===== src/rtl/pc_sequencer.sv =====
// Program-counter sequencer: increment, conditional/relative branch, call/return, sticky halt.
// Define PC_SEQUENCER_RAS_EN to build the return-address stack; otherwise call is a plain jump and ret an increment.
//
// state   | meaning
// ST_RUN  | pc advances by one action per non-stalled cycle
// ST_HALT | pc reached HALT_ADDR; everything frozen until reset
module pc_sequencer #(
   parameter int INST_WIDTH = 9,
   parameter int HALT_ADDR  = 31,
   parameter int RAS_DEPTH  = 4
) (
   input  logic                  clk,
   input  logic                  reset,
   input  logic                  stall,
   input  logic                  branch_en,
   input  logic [1:0]            branch_cond,
   input  logic                  branch_rel,
   input  logic                  alu_zero,
   input  logic                  alu_neg,
   input  logic [INST_WIDTH-1:0] target,
   input  logic                  call,
   input  logic                  ret,
   output logic [INST_WIDTH-1:0] pc,
   output logic                  halt,
   output logic                  ras_err
);

   typedef enum logic {ST_RUN, ST_HALT} state_t;

   state_t                  state_q, state_d;
   logic [INST_WIDTH-1:0]   pc_q, pc_d;
   logic [INST_WIDTH-1:0]   pc_inc;
   logic                    pc_at_halt;
   logic                    cond_true;
   logic                    take_branch;

   assign pc_inc     = pc_q + INST_WIDTH'(1);
   assign pc_at_halt = ({{(32-INST_WIDTH){1'b0}}, pc_q} >= 32'(HALT_ADDR));

   always_comb begin
      cond_true = 1'b0;
      unique case (branch_cond)
         2'b00: cond_true = 1'b1;
         2'b01: cond_true = alu_zero;
         2'b10: cond_true = !alu_zero;
         2'b11: cond_true = alu_neg;
         default: cond_true = 1'b0;
      endcase
   end

   assign take_branch = branch_en && cond_true;

`ifdef PC_SEQUENCER_RAS_EN
   localparam int CW = $clog2(RAS_DEPTH) + 1;
   localparam int IW = $clog2(RAS_DEPTH);

   logic [INST_WIDTH-1:0] ras_q [RAS_DEPTH];
   logic [CW-1:0]         cnt_q, cnt_d;
   logic                  err_q, err_d;
   logic                  push_en;
   logic [IW-1:0]         push_idx, pop_idx;
   logic [CW-1:0]         cnt_dec;

   assign push_idx = cnt_q[IW-1:0];
   assign cnt_dec  = cnt_q - CW'(1);
   assign pop_idx  = cnt_dec[IW-1:0];
   assign ras_err  = err_q;
`else
   assign ras_err  = 1'b0;
`endif

   always_comb begin
      state_d = state_q;
      pc_d    = pc_q;
`ifdef PC_SEQUENCER_RAS_EN
      cnt_d   = cnt_q;
      err_d   = err_q;
      push_en = 1'b0;
`endif
      if (!stall && state_q == ST_RUN) begin
         if (pc_at_halt) begin
            state_d = ST_HALT;
         end else if (ret) begin
`ifdef PC_SEQUENCER_RAS_EN
            if (call) err_d = 1'b1;
            if (cnt_q != '0) begin
               pc_d  = ras_q[pop_idx];
               cnt_d = cnt_dec;
            end else begin
               pc_d  = pc_inc;
               err_d = 1'b1;
            end
`else
            pc_d = pc_inc;
`endif
         end else if (call) begin
            pc_d = target;
`ifdef PC_SEQUENCER_RAS_EN
            // A full stack loses the return address but the jump still happens.
            if (cnt_q == CW'(RAS_DEPTH)) begin
               err_d = 1'b1;
            end else begin
               push_en = 1'b1;
               cnt_d   = cnt_q + CW'(1);
            end
`endif
         end else if (take_branch) begin
            pc_d = branch_rel ? (pc_q + target) : target;
         end else begin
            pc_d = pc_inc;
         end
      end
   end

   always_ff @(posedge clk) begin
      if (reset) begin
         state_q <= ST_RUN;
         pc_q    <= '0;
      end else begin
         state_q <= state_d;
         pc_q    <= pc_d;
      end
   end

`ifdef PC_SEQUENCER_RAS_EN
   always_ff @(posedge clk) begin
      if (reset) begin
         cnt_q <= '0;
         err_q <= 1'b0;
      end else begin
         cnt_q <= cnt_d;
         err_q <= err_d;
      end
   end

   // Entry contents are don't-care after reset, so no reset on the array.
   always_ff @(posedge clk) begin
      if (push_en) ras_q[push_idx] <= pc_inc;
   end
`endif

   assign pc   = pc_q;
   assign halt = (state_q == ST_HALT);

endmodule


===== config.mk =====
export PLATFORM = sky130hd
export DESIGN_NAME = pc_sequencer
export DESIGN_NICKNAME = d
export VERILOG_FILES = /design/src/rtl/pc_sequencer.sv
export SDC_FILE = /design/constraint.sdc
export NUM_CORES = 1
export LEC_CHECK = 0
export ABC_AREA = 1
export CAP_MARGIN = 10
export CORE_ASPECT_RATIO = 1.75
export CORE_UTILIZATION = 53
export DETAILED_ROUTE_END_ITERATION = 8
export PLACE_DENSITY = 0.83
export RECOVER_POWER = 100
export REMOVE_ABC_BUFFERS = 1
export SLEW_MARGIN = 20
export SYNTH_ARGS = -nofsm -noshare
export SYNTH_HDL_FRONTEND = slang
export SYNTH_SLANG_ARGS = --single-unit

===== constraint.sdc =====
create_clock -name clk -period 4.2 [get_ports clk]
set_clock_uncertainty 0.05 [all_clocks]
set_input_delay 0.84 -clock clk [delete_from_list [all_inputs] [get_ports clk]]
set_output_delay 0.84 -clock clk [all_outputs]
set_load 0.02 [all_outputs]

==> impl_metrics.toml <==
[outcome]
run_status = "completed"

[placed_design]
gp_congestion = 0.811
port_buffers = 29
dpl_worst_slack_ns = 1.21
dp_hpwl_mm = 2.62

[worst_setup_path]
cpMaxStageDelayCell = "dlygate4sd3_1"
reg2reg_slack_ns = 1.91
critPathRequiredTime_ns = 4.32
r2r_start = "pc[0]"
critPathKind = "in -> reg"
cp-start-kind = "input port"
slowest_delay_ns = 0.58
rr_endpoint = "pc[8]"
crit_fanout = 3
crit_buf_inv = 3
r2r.worst_path.cells = 14
cp-end-kind = "flop"
path_cells = "dlygate4sd3_1 -> ha_1 -> inv_1 -> fa_1 -> inv_1 -> nand2_1 -> a21oi_1 -> nand2_1 -> nand2_1 -> nand2_1 -> nand2_1 -> nor2_1 -> o21ai_0 -> nand2_1 -> a21oi_1"
cp_top_family = "buffers and inverters"
cp.arrival_ns = 3.06
crit_top_cell = "nand2_1"

[drt]
wl_mm = 3.20
wl_per_cell_um = 11.8
first_pass_iters = 4
drc_errors = 0
num_vias = 1448
viasPerCell = 5.32
ant_nets = 0
first_iter_violations = 32

[grt]
grt_use_total = 0.278
grt_pass1_vias = 1340
grt_max_degree = 13
grt_overflow_total = 0
antenna_found_initial = 0
grt_first_pass_wirelength_mm = 5.20

[min_path]
hold_depth = 2
hp-class = "reg -> reg"
hold_start = "halt"
hold_path_end = "halt"

[timing]
clock.fmax_mhz = 340
fin_crit_sh = 0.701
setup_viol = 0
setup-tns-final_ns = 0
timing.final.ws_setup_ns = 1.26
rsz0062_at_grt = "false"
finalCriticalPeriod_ns = 2.94
finalMaxSlewViolations = 0
finalHoldViolCount = 0

[floorplan]
rows = 23
core_sq_um = 2270
die_area_sq_um = 2580
start_util = 0.554
die_w_um = 38.9
pin_count = 31
die_y_um = 66.5

[clocking]
clk_latency_ns = 0.24
cts_tree = "built"
post-cts-setup-buffers = 0
cts_resized = 0
htree_levels = 1
cts_buffers = 3
clkTransAtPathRegs_ns = 0.05
clock_path_buffers = 2
postCtsHoldBufs = 0
cts-root-buf = "clkbuf_8"
numClockSinks = 10

[final_layout]
final_cell_mix = "nand2_1, inv_1, a21oi_1"
drive_above_1_share = 0.0486
area_growth_pct = 26.5
fin_util = 0.701
diodes = 0
layout_commonest_cell = "nand2_1"
layout.nets = 279

[synth]
synthFlopType = "dfxtp_1"
syn_area_per_cell_sq_um = 5.75
syn-cell-area_sq_um = 1260
yosysSeqAreaShare = 0.159
ys_ff_latch = 10
synth_cell_types = 32
synth_warnings = 0
syn-instance-count = 219
synth_edf_count = 0
async_reset_ff_frac = 0

[pwr]
power_per_cell_area_nw_per_um2 = 301
vdd_ir_drop_max_uv = 219
leakagePower_uw = 0.000828
total_power_uw = 480

[flow_run]
max-cap-violations = 0
==> worst register-to-register path, stage by stage (launching register included) <==
cell     delay, ns
dfxtp_1       0.47
ha_1          0.23
inv_1         0.06
fa_1          0.40
inv_1         0.07
nand2_1       0.06
a21oi_1       0.21
nand2_1       0.07
nand2_1       0.09
nand2_1       0.05
nand2_1       0.06
nor2_1        0.05
o21ai_0       0.14
nand2_1       0.07
a21oi_1       0.14
==> per-layer routing <==
| layer | part of all wire | vias to the layer above | wire length [um] | global-route usage |
|---|---|---|---|---|
| li1 | - | 759 | - | - |
| met1 | 0.41 | 654 | 1320 | 0.285 |
| met4 | 0.014 | 0 | 46 | 0.0991 |
| met2 | 0.54 | 30 | 1740 | 0.540 |
| met3 | 0.027 | 5 | 87 | 0.0200 |
| met5 | 0 | - | 0 | 0 |
==> cells in the mapped netlist, types with 3 or more instances <==
library cell	n	area [sq um]
nand2_1	73	274
nor2_1	11	41.3
nand3_1	13	65.1
dfxtp_1	10	200
inv_1	32	120
a21oi_1	25	125
o21ai_0	11	55.1
xor2_1	5	43.8
ha_1	9	113
buf_2	3	15.0
==> where the power goes <==
part | leakage, uW | switching (uW) | total [uW] | internal [uW]
clock | 0.0000216 | 39.6 | 103 | 62.9
sequential | 0.0000822 | 22.7 | 132 | 110
combinational | 0.000724 | 141 | 245 | 104
total | 0.000828 | 203 | 480 | 276
==> cell families after synthesis <==
kind of cell    synth area share
xor+xnor                  0.0487
compound gates             0.192
other cells              0.00298
simple gates               0.368
fa+ha+maj                  0.105
flops                      0.159
buf+inv                    0.124
==> flip-flops by register name (all words and copies together) (netlist names) <==
register,count
pc,9
halt,1
==> worst max path at each step <==
stage,cells after the start,start,end,slack [ns]
3_3_place_gp,14,target[0],pc[4],1.25
6_report,15,target[0],pc[8],1.26
5_1_grt,15,target[0],pc[8],1.11
4_1_cts,15,target[0],pc[8],1.42
2_1_floorplan,14,target[0],pc[8],1.90
3_5_place_dp,15,target[0],pc[8],1.21
==> stage by stage <==
| stage | hold WS, ns | cells | instance area (sq um) |
|---|---|---|---|
| detailed placement | 0.457 | 269 | 1560 |
| floorplan | 0.514 | 215 | 1240 |
| CTS | 0.492 | 272 | 1600 |
| global route | 0.511 | 272 | 1590 |
| global placement | 0.455 | 269 | 1560 |
| finish | 0.484 | 272 | 1590 |
==> layout make-up <==
cell class,instances,area [sq um]
inverter,35,134
clock buffer,3,41.3
timing repair buffer,29,290
multi-input combinational,170,897
fill,223,679
sequential,10,200
tap,25,31.3
(Power assumes the default switching activity.)
